<file path="config.mk">
export PLATFORM = sky130hd
export DESIGN_NAME = ft2232h_tx_ctrl
export DESIGN_NICKNAME = d
export VERILOG_FILES = /design/src/rtl/ft2232h_pkg.sv /design/src/rtl/sync_fifo.sv /design/src/rtl/ft2232h_tx_ctrl.sv
export SDC_FILE = /design/constraint.sdc
export NUM_CORES = 1
export LEC_CHECK = 0
export CORE_MARGIN = 10
export CORE_UTILIZATION = 55
export DETAILED_ROUTE_END_ITERATION = 16
export PLACE_DENSITY = 0.86
export SYNTH_ARGS = -nofsm -noshare
export SYNTH_HDL_FRONTEND = slang
export SYNTH_HIERARCHICAL = 1
export SYNTH_SLANG_ARGS = --single-unit
</file>
<file path="constraint.sdc">
create_clock -name clkout_i -period 4 [get_ports clkout_i]
set_input_delay 0.8 -clock clkout_i [delete_from_list [all_inputs] [get_ports clkout_i]]
set_output_delay 0.8 -clock clkout_i [all_outputs]
set_load 0.005 [all_outputs]
</file>
<file path="src/rtl/ft2232h_pkg.sv">
// Shared types and constants for the FT2232H sync-FIFO controllers.
// Holds level constants, byte type, counter width and TX state enum.
package ft2232h_pkg;

  localparam logic LO = 1'b0;
  localparam logic HI = 1'b1;

  localparam int COUNT_W = 32;

  typedef logic [7:0] byte_t;

  typedef enum logic {
    ST_IDLE = 1'b0,
    ST_SEND = 1'b1
  } tx_state_t;

endpackage

</file>
<file path="src/rtl/sync_fifo.sv">
// Single-clock FIFO with MSB-extended pointers.
// Ports: clk, rst_n, push/push_data, pop/pop_data, full, empty, level.
module sync_fifo #(
  parameter int WIDTH  = 8,
  parameter int DEPTH  = 16,
  parameter int ADDR_W = $clog2(DEPTH)
) (
  input  logic             clk,
  input  logic             rst_n,
  input  logic             push,
  input  logic [WIDTH-1:0] push_data,
  input  logic             pop,
  output logic [WIDTH-1:0] pop_data,
  output logic             full,
  output logic             empty,
  output logic [ADDR_W:0]  level
);

  logic [WIDTH-1:0] mem [DEPTH];
  logic [ADDR_W:0]  wptr;
  logic [ADDR_W:0]  rptr;
  logic             do_push;
  logic             do_pop;

  assign full =
    (wptr[ADDR_W] != rptr[ADDR_W]) &&
    (wptr[ADDR_W-1:0] == rptr[ADDR_W-1:0]);
  assign empty = (wptr == rptr);
  assign level = wptr - rptr;

  assign do_push = push & ~full;
  assign do_pop  = pop & ~empty;

  assign pop_data = mem[rptr[ADDR_W-1:0]];

  always_ff @(posedge clk) begin
    if (do_push) begin
      mem[wptr[ADDR_W-1:0]] <= push_data;
    end
  end

  always_ff @(posedge clk or negedge rst_n) begin
    if (!rst_n) begin
      wptr <= '0;
      rptr <= '0;
    end else begin
      if (do_push) begin
        wptr <= wptr + (ADDR_W+1)'(1);
      end
      if (do_pop) begin
        rptr <= rptr + (ADDR_W+1)'(1);
      end
    end
  end

endmodule

</file>
<file path="src/rtl/ft2232h_tx_ctrl.sv">
// FT2232H sync-FIFO write controller: buffer, output register, counter.
// Ports: clkout_i, rst_n_i, din_*, txe_i, data_o, wr_n_o, level_o, tx_count_o.
module ft2232h_tx_ctrl
  import ft2232h_pkg::*;
#(
  parameter int DEPTH  = 16,
  parameter int ADDR_W = $clog2(DEPTH)
) (
  input  logic               clkout_i,
  input  logic               rst_n_i,
  input  logic [7:0]         din_i,
  input  logic               din_valid_i,
  output logic               din_ready_o,
  input  logic               txe_i,
  output logic [7:0]         data_o,
  output logic               wr_n_o,
  output logic [ADDR_W:0]    level_o,
  output logic [COUNT_W-1:0] tx_count_o
);

  tx_state_t          state_q;
  tx_state_t          state_d;
  logic               wr_n_q;
  byte_t              data_q;
  logic [COUNT_W-1:0] tx_count_q;

  logic  full;
  logic  empty;
  byte_t head;
  logic  push;
  logic  load;
  logic  accepted;

  // Ready comes only from the registered full flag.
  assign din_ready_o = ~full;
  assign push        = din_valid_i & ~full;
  assign accepted    = (wr_n_q == LO) && (txe_i == LO);

  sync_fifo #(
    .WIDTH  (8),
    .DEPTH  (DEPTH),
    .ADDR_W (ADDR_W)
  ) u_fifo (
    .clk       (clkout_i),
    .rst_n     (rst_n_i),
    .push      (push),
    .push_data (din_i),
    .pop       (load),
    .pop_data  (head),
    .full      (full),
    .empty     (empty),
    .level     (level_o)
  );

  always_comb begin
    state_d = state_q;
    load    = LO;
    unique case (1'b1)
      (state_q == ST_IDLE): begin
        if (!empty) begin
          load    = HI;
          state_d = ST_SEND;
        end
      end
      (state_q == ST_SEND): begin
        if (accepted) begin
          if (!empty) begin
            load = HI;
          end else begin
            state_d = ST_IDLE;
          end
        end
      end
      default: begin
        state_d = ST_IDLE;
      end
    endcase
  end

  always_ff @(posedge clkout_i or negedge rst_n_i) begin
    if (!rst_n_i) begin
      state_q <= ST_IDLE;
      wr_n_q  <= HI;
    end else begin
      state_q <= state_d;
      wr_n_q  <= (state_d != ST_SEND);
    end
  end

  // Held byte keeps its value once the buffer runs dry.
  always_ff @(posedge clkout_i or negedge rst_n_i) begin
    if (!rst_n_i) begin
      data_q <= 8'h00;
    end else if (load) begin
      data_q <= head;
    end
  end

  always_ff @(posedge clkout_i or negedge rst_n_i) begin
    if (!rst_n_i) begin
      tx_count_q <= '0;
    end else if (accepted) begin
      tx_count_q <= tx_count_q + COUNT_W'(1);
    end
  end

  assign data_o     = data_q;
  assign wr_n_o     = wr_n_q;
  assign tx_count_o = tx_count_q;

endmodule

</file>
==> impl_results.md <==
* Max stage delay on crit path at 0.52 ns
* Fraction of synthesized cell area in xor and xnor cells at 0.0504
* Worst clock skew at ~0.010 ns
* Number of clock sinks at 180
* Post-synth ARST share at 0.289
* PD cells at just under 700 nW/um2
* Post-synthesis mux area share at 0.121
* Routability cong. at around 0.85
* Startpoint types: register
* Outcome: completed
* Leak at around 3.2 nW
* Total power at 6.17 mW
* Setup TNS at 0 ns
* Clock slew at reported path FFs at around 0.060 ns
* FF+latch count, synth at 180
* Final hold vios at 0
* Final ANT Viol Nets at 0
* Total Routed Length at about 16000 um
* Largest area contributor in the netlist: edfxtp_1
* Top cell type's share of synthesized area at 0.504
* DRT Pass-1 Iters at 5
* Crit path kind: reg -> out
* EDFF count, synth at between 100 and 150
* Crit. End Element: primary output
* H-tree Lvls at 4
* Vias in the first global route at ~4400
* Clock Root Buffer: clkbuf_16
* Cells after synthesis at approximately 460
* CTS tree: yes
* Unrepaired setup endpoints after global routing: no
* Mean post-synth cell area at 16.8 um2
* Worst min path class: in -> async
* Slew Viols, Final at 0
* Setup Fix Bufs, Post-CTS at 0
* CTS resizes at 0
* Post-synthesis simple-gate area fraction at 0.0775
* Grt total ovfl at 0
* Reg2reg start: u_fifo/rptr[3]
* Synth area leaders: edfxtp_1 (50%), dfrtp_1 (17%), mux4_2 (4.1%)
* Worst Setup SP: u_fifo/wptr[0]
* First-pass GRT wire length at between 20000 and 25000 um
* All-Layer GR Usage at 0.174
* Largest family of logic cells by synthesized area: multiplexers
* Vias at 4256
* DR iter-0 viols at 380
* Sequence of cells on the critical path: inv_1 -> ha_1 -> inv_1 -> fa_1 -> a21o_1 -> a21oi_1 -> xnor2_1 -> clkdlybuf4s50_1
* Adder-Cell Fraction of Synth Area at 0.0190
* Most common cell in the synthesized netlist: edfxtp_1
* CTS Buffer Depth at 2
* Crit-path max FO at 4
* Slowest CP cell: clkdlybuf4s50_1
* YS warnings at 6
* Fill count at a little under 900
* I/O pins at slightly below 60
* Post-DP HPWL at 10200 um
* Distinct cell type count after synthesis at 48
* CTS Buf Count at 17
* Pin count of the biggest net entering global routing at 44
* Register area share after synthesis at 0.675
* Clk_lat worst skew at between 0.4 and 0.5 ns
* Tmin final at 3.46 ns
* Max Clk Rate at 289 MHz
* Synthesized cell area at 7620 um2
* Core Area at 13400 um2
* # port buffers at 58
* Syn_nets at 478
* Die Span X at ~140 um
* Row cnt at 42
* Die Area at between 15000 and 20000 um2
* # DRC at 0
* WL per Instance at 22.3 um
* Slew headroom at 0.482
* Vias per cell at ~6.0
* Final period utilization at 0.865
* Most frequent cells after synthesis: edfxtp_1 (128), dfrtp_1 (51), xnor2_1 (25), mux2i_1 (24), nand2_1 (21)
* Crit path top cell by count: inv_1
* N_diodes at 0
* Die height at between 100 and 150 um
* Critical Path RT at around 3.2 ns
* Worst-margin pin slew at ~0.78 ns
* Initial antenna violation count at 0
* Synth Flop Type: edfxtp_1
* Worst path top cell family by delay: buffers and inverters
* Share of post-route cells with drive strength above 1 at 0.139
* # setup viols final at 0
* Crit path buffers/inverters at 3
* Hold_buf cts at 0
* Starting Density at 0.569
* Post-synthesis compound-gate area fraction at 0.0290
* Peak VDD IR at 386 uV
* Data arrival time of the worst path at 2.66 ns
* Maxcap violations at 0
* Layout area overhead at 16.6%
* Final nets at 544
## power by group
part           leakage (nW)  total [mW]  internal, mW  switching [mW]
clock network         0.280        1.65         0.977           0.671
logic                  1.14        2.02          1.01            1.00
registers              1.79        2.51          2.29           0.217
## per-stage QoR
step | hold WS [ns] | std cells | util | worst slack [ns] | area, um2
after floorplan | 0.465 | 455 | - | 1.19 | 7620
after CTS | 0.470 | 709 | 0.663 | 0.519 | 8890
after global routing | 0.483 | 709 | 0.663 | 0.448 | 8890
after global placement | 0.456 | 678 | 0.620 | 1.04 | 8300
final | 0.452 | 709 | 0.663 | 0.541 | 8890
after detailed placement | 0.461 | 678 | 0.620 | 0.981 | 8300
## worst reg2reg max path: stages (launching register included)
cell and delay (ns):
dfrtp_1 0.62, inv_1 0.27, ha_1 0.40, and4_1 0.21, and2_1 0.19, a21oi_2 0.45
a21boi_1 0.51, nand4_1 0.22, xnor2_1 0.17
## routing by layer
layer	routed length, um	global-route usage
met5	0	0
met2	8430	0.301
met4	272	0.0672
met1	6140	0.209
met3	954	0.0375
## sequential cells by signal, indices dropped and copies added, names as in the netlist
register,count
u_fifo/mem,128
tx_count_o,32
data_o,8
u_fifo/rptr,5
u_fifo/wptr,5
state_q,1
wr_n_o,1
## layout by cell type, fill, tap and decap left out, drive strengths merged, types with 2 or more instances in the layout
master           n
buf              9
a21o             2
nor4             7
a221oi           8
and3            10
clkinv           5
or3              2
mux2i           24
nor2            11
edfxtp         128
bufinv           3
inv             13
nor2b            2
ha              10
dfrtp           51
nor3b            4
or2              3
clkinvlp         2
clkdlybuf4s50   57
xor2            17
nand2           21
clkbuf          18
o21ai           19
mux4            24
mux2             9
nand4           12
a21oi            3
nor3             5
nand3           12
xnor2           26
and4             2
and2             7
## cells by family after synthesis
| kind of cell | after synthesis |
|---|---|
| flops | 180 |
| mux | 57 |
| simple gates | 101 |
| buf+inv | 29 |
| xor+xnor | 43 |
| compound gates | 34 |
| fa+ha+maj | 11 |
## path summary, 6_finish.rpt
| path | slack [ns] | endpoint | cells past startpoint |
|---|---|---|---|
| max | 0.54 | level_o[4] | 8 |
| min | 0.45 | tx_count_o[28] | 1 |
| max reg2reg | 0.85 | u_fifo/rptr[4] | 8 |
| min reg2reg | 0.46 | tx_count_o[31] | 1 |
| max in group asynchronous | 2.69 | wr_n_o | 2 |
| min in group clkout_i | 0.46 | tx_count_o[31] | 1 |
## layout make-up
type | count | area, um2 | area share
clock buffer | 18 | 429 | 0.0483
clock inverter | 13 | 156 | 0.0176
inverter | 10 | 37.5 | 0.00422
multi-input combinational | 246 | 2260 | 0.254
sequential | 180 | 5150 | 0.579
tap | 176 | 220 | 0.0248
timing repair buffer | 66 | 636 | 0.0715
No activity file was read; power rests on OpenSTA's default activity.
